**config.mk**
```make
export PLATFORM = sky130hd
export DESIGN_NAME = keypad_entry_receiver
export DESIGN_NICKNAME = d
export VERILOG_FILES = /design/src/rtl/keypad_entry_receiver.sv
export SDC_FILE = /design/constraint.sdc
export NUM_CORES = 1
export LEC_CHECK = 0
export CORE_MARGIN = 8
export CORE_UTILIZATION = 36
export CTS_CLUSTER_DIAMETER = 150
export DETAILED_ROUTE_END_ITERATION = 10
export MAX_ROUTING_LAYER = met4
export PLACE_DENSITY_LB_ADDON = 0.1
export SYNTH_ARGS = -nofsm -noshare
export SYNTH_HDL_FRONTEND = slang
export SYNTH_SLANG_ARGS = --single-unit
```
**constraint.sdc**
```tcl
create_clock -name clock -period 4.6 [get_ports clock]
set_clock_uncertainty 0.1 [all_clocks]
set_input_delay 0.92 -clock clock [delete_from_list [all_inputs] [get_ports clock]]
set_output_delay 0.92 -clock clock [all_outputs]
set_load 0.05 [all_outputs]
```
**src/rtl/keypad_entry_receiver.sv**
```systemverilog
// Keypad digit receiver: loadn synchroniser/debouncer, 4-digit mm:ss entry buffer, valid/ready offer.
// Optional MICROWAVE_SEC_NORMALIZE_EN: commit with seconds >= 60 normalises into minutes.
module keypad_entry_receiver #(
  parameter int unsigned SYNC_STAGES     = 2,
  parameter int unsigned DEBOUNCE_CYCLES = 4,
  parameter logic [3:0]  MAX_SEC_TENS    = 4'd5
) (
  input  logic       clock,
  input  logic       clearn,
  input  logic [3:0] data,
  input  logic       loadn,
  input  logic       enablen,
  input  logic       entry_clr,
  input  logic       commit,
  input  logic       load_ready,
  output logic       load_valid,
  output logic [3:0] sec_ones,
  output logic [3:0] sec_tens,
  output logic [3:0] mins,
  output logic [3:0] min_tens,
  output logic [2:0] digit_count,
  output logic       entry_err
);

  localparam int unsigned CW = (DEBOUNCE_CYCLES > 1) ? $clog2(DEBOUNCE_CYCLES) : 1;

  typedef enum logic [1:0] {S_EMPTY, S_ENTRY, S_OFFER} state_t;

  logic [SYNC_STAGES-1:0] r_sync;
  logic                   w_loadn_s;
  logic                   r_armed;
  logic [CW-1:0]          r_db_cnt;
  logic                   r_acc_valid;
  logic [3:0]             r_acc_digit;

  state_t     r_state, w_state;
  logic [3:0] r_min_tens, r_mins, r_sec_tens, r_sec_ones;
  logic [3:0] w_min_tens, w_mins, w_sec_tens, w_sec_ones;
  logic [2:0] r_cnt, w_cnt;
  logic       r_err, w_err;
  logic       w_commit_ok;

  assign w_loadn_s = r_sync[SYNC_STAGES-1];

  // Counts consecutive samples at the level that flips the arm state: low while armed, high while not.
  always_ff @(posedge clock or negedge clearn) begin
    if (!clearn) begin
      r_sync      <= '1;
      r_armed     <= 1'b1;
      r_db_cnt    <= '0;
      r_acc_valid <= 1'b0;
      r_acc_digit <= '0;
    end else begin
      r_sync      <= {r_sync[SYNC_STAGES-2:0], loadn};
      r_acc_valid <= 1'b0;
      if (w_loadn_s == !r_armed) begin
        if (r_db_cnt == CW'(DEBOUNCE_CYCLES - 1)) begin
          r_db_cnt <= '0;
          r_armed  <= !r_armed;
          if (r_armed) begin
            r_acc_valid <= 1'b1;
            r_acc_digit <= data;
          end
        end else begin
          r_db_cnt <= r_db_cnt + 1'b1;
        end
      end else begin
        r_db_cnt <= '0;
      end
    end
  end

  assign w_commit_ok = commit & ~enablen;

  always_comb begin
    w_state    = r_state;
    w_min_tens = r_min_tens;
    w_mins     = r_mins;
    w_sec_tens = r_sec_tens;
    w_sec_ones = r_sec_ones;
    w_cnt      = r_cnt;
    w_err      = 1'b0;
    if (entry_clr) begin
      w_state    = S_EMPTY;
      w_min_tens = '0;
      w_mins     = '0;
      w_sec_tens = '0;
      w_sec_ones = '0;
      w_cnt      = '0;
    end else if (r_state == S_OFFER && load_ready) begin
      w_state    = S_EMPTY;
      w_min_tens = '0;
      w_mins     = '0;
      w_sec_tens = '0;
      w_sec_ones = '0;
      w_cnt      = '0;
      w_err      = r_acc_valid & ~enablen;
    end else begin
      if (w_commit_ok && r_state == S_ENTRY) begin
        if (r_sec_tens <= MAX_SEC_TENS) begin
          w_state = S_OFFER;
        end else begin
`ifdef MICROWAVE_SEC_NORMALIZE_EN
          if (r_sec_tens >= 4'd6 && !(r_min_tens == 4'd9 && r_mins == 4'd9)) begin
            w_sec_tens = r_sec_tens - 4'd6;
            if (r_mins == 4'd9) begin
              w_mins     = '0;
              w_min_tens = r_min_tens + 4'd1;
            end else begin
              w_mins = r_mins + 4'd1;
            end
            w_state = S_OFFER;
          end else begin
            w_err = 1'b1;
          end
`else
          w_err = 1'b1;
`endif
        end
      end
      // A digit landing on a commit edge loses to the commit and is reported.
      if (r_acc_valid && !enablen) begin
        if (w_commit_ok || r_acc_digit > 4'd9 || r_state == S_OFFER || r_cnt == 3'd4) begin
          w_err = 1'b1;
        end else begin
          w_min_tens = r_mins;
          w_mins     = r_sec_tens;
          w_sec_tens = r_sec_ones;
          w_sec_ones = r_acc_digit;
          w_cnt      = r_cnt + 3'd1;
          w_state    = S_ENTRY;
        end
      end
    end
  end

  always_ff @(posedge clock or negedge clearn) begin
    if (!clearn) begin
      r_state    <= S_EMPTY;
      r_min_tens <= '0;
      r_mins     <= '0;
      r_sec_tens <= '0;
      r_sec_ones <= '0;
      r_cnt      <= '0;
      r_err      <= 1'b0;
    end else begin
      r_state    <= w_state;
      r_min_tens <= w_min_tens;
      r_mins     <= w_mins;
      r_sec_tens <= w_sec_tens;
      r_sec_ones <= w_sec_ones;
      r_cnt      <= w_cnt;
      r_err      <= w_err;
    end
  end

  assign load_valid  = (r_state == S_OFFER);
  assign min_tens    = r_min_tens;
  assign mins        = r_mins;
  assign sec_tens    = r_sec_tens;
  assign sec_ones    = r_sec_ones;
  assign digit_count = r_cnt;
  assign entry_err   = r_err;

endmodule
```
Yosys cells after proc, flatten, opt, wreduce, memory -nomap -nowiden:

Cells that the tools add are included.
W data, S select, Z words.

* register bits: 32
* input bits: 11
* output and inout port bits: 21
* logic and storage cells: 74

* add/subtract/negate cells: 2
* order comparisons: 2
* equal/unequal tests: 6
* multiplexer cells: 37
* bitwise logic cells: 3
* reduce and logical (&&, ||, !) cells: 12

Operator list (count)
* $mux W4: 16
* $mux W2: 8
* $mux W3: 4
* $mux W1: 9
* $eq A2 B2 Y1 const B: 2
* $gt A4 B4 Y1 const B: 1
* $le A4 B3 Y1 const B: 1
* $reduce_and A2 Y1: 2
* $add A3 B1 Y3 const B: 1
* $eq A3 B3 Y1 const B: 1
* $logic_and A1 B1 Y1: 3
* $logic_or A1 B1 Y1: 3
* $ne A3 B3 Y1 const B: 1
* $reduce_and A3 Y1: 1
* $reduce_bool A3 Y1: 1
* $add A2 B1 Y2 const B: 1
* $and A1 B1 Y1: 2
* $eq A2 B1 Y1 const B: 1
* $logic_not A1 Y1: 2
* $eq A1 B1 Y1: 1
* $not A1 Y1: 1

Logic depth before layout (Yosys ltp):

* word-level depth: 9
* gate-level depth with buffers: 6
* depth with buffers taken out: 5

Worst setup path after synthesis:

Ideal clock, no wire load.

* path kind: register to output
* from: register r_state[0]
* to: output load_valid
* data arrival time: 1.218 ns
* data required time: 3.580 ns
* setup slack: 2.362 ns
* cell stages (with the launch flop): 2
* path buffers: 0
* path through: dfrtp_1 -> nor2b_1

* word-level cells in the longest chain between the ends: 1

Ends and longest elaborated chain
* start: declaration: RTL line 36 `state_t r_state, w_state;`
* start signal: assignment: RTL line 147 `r_state <= w_state;`
* $eq A2 B2 Y1: RTL line 157 `assign load_valid = (r_state == S_OFFER);`
* end: declaration: RTL line 16 `output logic load_valid,`

No other way between the ends.

Worst setup path after layout:

Ends and elaborated chain as after synthesis.

==> impl_metrics.json <==
{
  "gp_congestion": 0.7408,
  "worst-path-max-fanout": 4,
  "cts_resized": 0,
  "maxCapViolations": 0,
  "hold_path.class": "flop to flop",
  "core_sq_um": 3390,
  "grt_max_degree": 33,
  "die-height_um": 75.92,
  "insertion_delay_ns": 0.32,
  "drt_iter0_markers": 41,
  "r2r.worst_path.cells": 5,
  "use_met3_pct": 4.835,
  "synth_edf_count": 0,
  "drt_wl_total_um": 2621,
  "mappedNetlistArea_sq_um": 1292,
  "tritoncts": "yes",
  "yosys_warnings": 0,
  "ys.flop_type": "dfrtp_1",
  "pin_count": 32,
  "outcome": "finished clean",
  "ys_types": 28,
  "ys_seq_area_share_pct": 62.25,
  "placed_cell_area_sq_um": 1652,
  "worstHoldStart": "r_sync[0]",
  "synth_cells": 93,
  "grt_first_pass_wirelength_um": 4381,
  "syn_to_final_growth_pct": 31.37,
  "clock_path_buffers": 2,
  "dp_hpwl_um": 1756,
  "ant_nets": 0,
  "hold_depth": 0,
  "die-area_sq_um": 5764,
  "crit_path_end_kind": "output pin",
  "overflow": 0,
  "yosys-top-cells-area": "dfrtp_1, a22o_1, dfstp_2, mux2_2, ha_1",
  "final_hold_viol_count": 0,
  "power_density_nw_per_um2": 344.6,
  "total_power_mw": 0.5851,
  "min_period_ns": 2.921,
  "grt_util_met2_pct": 13.88,
  "grt_setup_unrepaired": "no",
  "globalRouteTotalUtil_pct": 9.746,
  "cellLeakagePower_nw": 0.7521,
  "drt_first_pass_iters": 4,
  "post_cts_buffers": 0,
  "syn_area_per_cell_sq_um": 13.90,
  "yosys-top-cells-count": "dfrtp_1, a22o_1, inv_1, mux2_2, nor2b_1",
  "cts_hold_buffers": 0,
  "grt_pass1_vias": 896,
  "irDropWorstVdd_v": 0.0002017,
  "fp.dieW_um": 75.92,
  "relSlewSlack_pct": 45.95,
  "syn-num-nets": 108,
  "synth_most_common_cell": "dfrtp_1",
  "slew_violations": 0,
  "synth-seq-cells": 32,
  "fin_area_sq_um": 1698,
  "gr-usage-met1_pct": 11.10,
  "cp_slowest_cell": "clkdlybuf4s50_1",
  "cts.sinks": 32,
  "period_share_pct": 63.50,
  "tns_ns": 0,
  "slowest_delay_ns": 0.87,
  "setup_viol": 0,
  "cp-startpoint": "r_state[0]",
  "rows": 21,
  "fin_nets": 145,
  "path_clk_slew_ns": 0.09,
  "cts_root_buf": "clkbuf_4",
  "antenna_found_initial": 0,
  "vias_per_cell": 4.972,
  "startpoint_type": "flop",
  "worstMarginPinSlew_ns": 0.8107,
  "drc_errors": 0,
  "h-tree-depth": 2,
  "utilization_pct": 50.09,
  "vias": 875,
  "wl_per_cell_um": 14.89,
  "drive_gt1_share_pct": 14.62,
  "diodes": 0,
  "path_class": "flop to output pin",
  "numCtsBuffers": 5,
  "synth_top_area_share_pct": 56.15,
  "r2r_start": "digit_count[0]",
  "async_reset_ff_share_pct": 100.0,
  "yosysTopAreaCell": "dfrtp_1",
  "io_buffers": 31,
  "fmax_mhz": 342.4,
  "cp_data_arrival_time_ns": 1.90,
  "start_util_pct": 38.13,
  "top_usage_layer": "met2",
  "required_ns": 3.58,
  "whs_ns": 0.2627,
  "path_cells": "nor2b_1 -> clkdlybuf4s50_1"
}
cells in the final DEF, fill, tap and decap left out, drive strengths merged, types with 2 or more instances in the layout:
cell / instances
a21oi: 3
a22o: 17
clkbuf: 6
clkdlybuf4s50: 31
dfrtp: 29
dfstp: 3
ha: 4
inv: 5
mux2: 5
nand2: 3
nand2b: 2
nor2b: 5
nor3: 2
power by group:
group	internal, mW	total (mW)	switching [mW]
logic	0.0529	0.0997	0.0468
clock network	0.0562	0.145	0.0892
registers	0.317	0.340	0.0228
final timing paths:
path / to / slack, ns
setup / recovery: load_valid / 1.68
hold / removal: r_sync[1] / 0.26
setup reg to reg: digit_count[0] / 2.43
hold reg to reg: r_sync[1] / 0.26
max in group asynchronous: r_armed / 3.19
min in group asynchronous: digit_count[2] / 0.88
routing by layer:
layer | up-vias | wire (um)
met5 | - | 0
met1 | 421 | 1270
met3 | 6 | 190
met4 | 0 | 51
li1 | 416 | -
met2 | 32 | 1109
state kept, by name, indices dropped and copies added, names as in the netlist:
name	cells
r_armed	1
sec_tens	4
digit_count	3
min_tens	4
r_state	2
r_acc_digit	4
sec_ones	4
r_sync	2
r_acc_valid	1
r_db_cnt	2
mins	4
entry_err	1
worst max-delay path: cells and delay by family, from the launching register on:
family / cells / cell delay (ns)
flip-flops: 1 / 0.42
AND/OR/NAND/NOR: 1 / 0.30
buffers and inverters: 1 / 0.87
kinds of logic after synthesis:
| logic type | synth area share, % |
|---|---|
| simple gates | 7.841 |
| xor+xnor | 0.6778 |
| compound gates | 18.30 |
| fa+ha+maj | 3.872 |
| flops | 62.25 |
| buf+inv | 2.710 |
| mux | 4.356 |
final cells by class:
type / count / area (sq um)
Fill cell: 301 / 1692
Sequential cell: 32 / 804.5
Multi-Input combinational cell: 54 / 452.9
Timing Repair Buffer: 32 / 317.8
Tap cell: 46 / 57.56
Clock buffer: 6 / 41.29
Inverter: 5 / 18.77
Clock inverter: 1 / 5.005
through the flow:
| step | cells | setup WS (ns) |
|---|---|---|
| finish | 176 | 1.679 |
| global placement | 169 | 1.732 |
| CTS | 176 | 1.684 |
| global route | 176 | 1.634 |
| floorplan | 93 | 2.362 |
| detailed placement | 169 | 1.689 |
No activity file was read; power rests on OpenSTA's default activity.
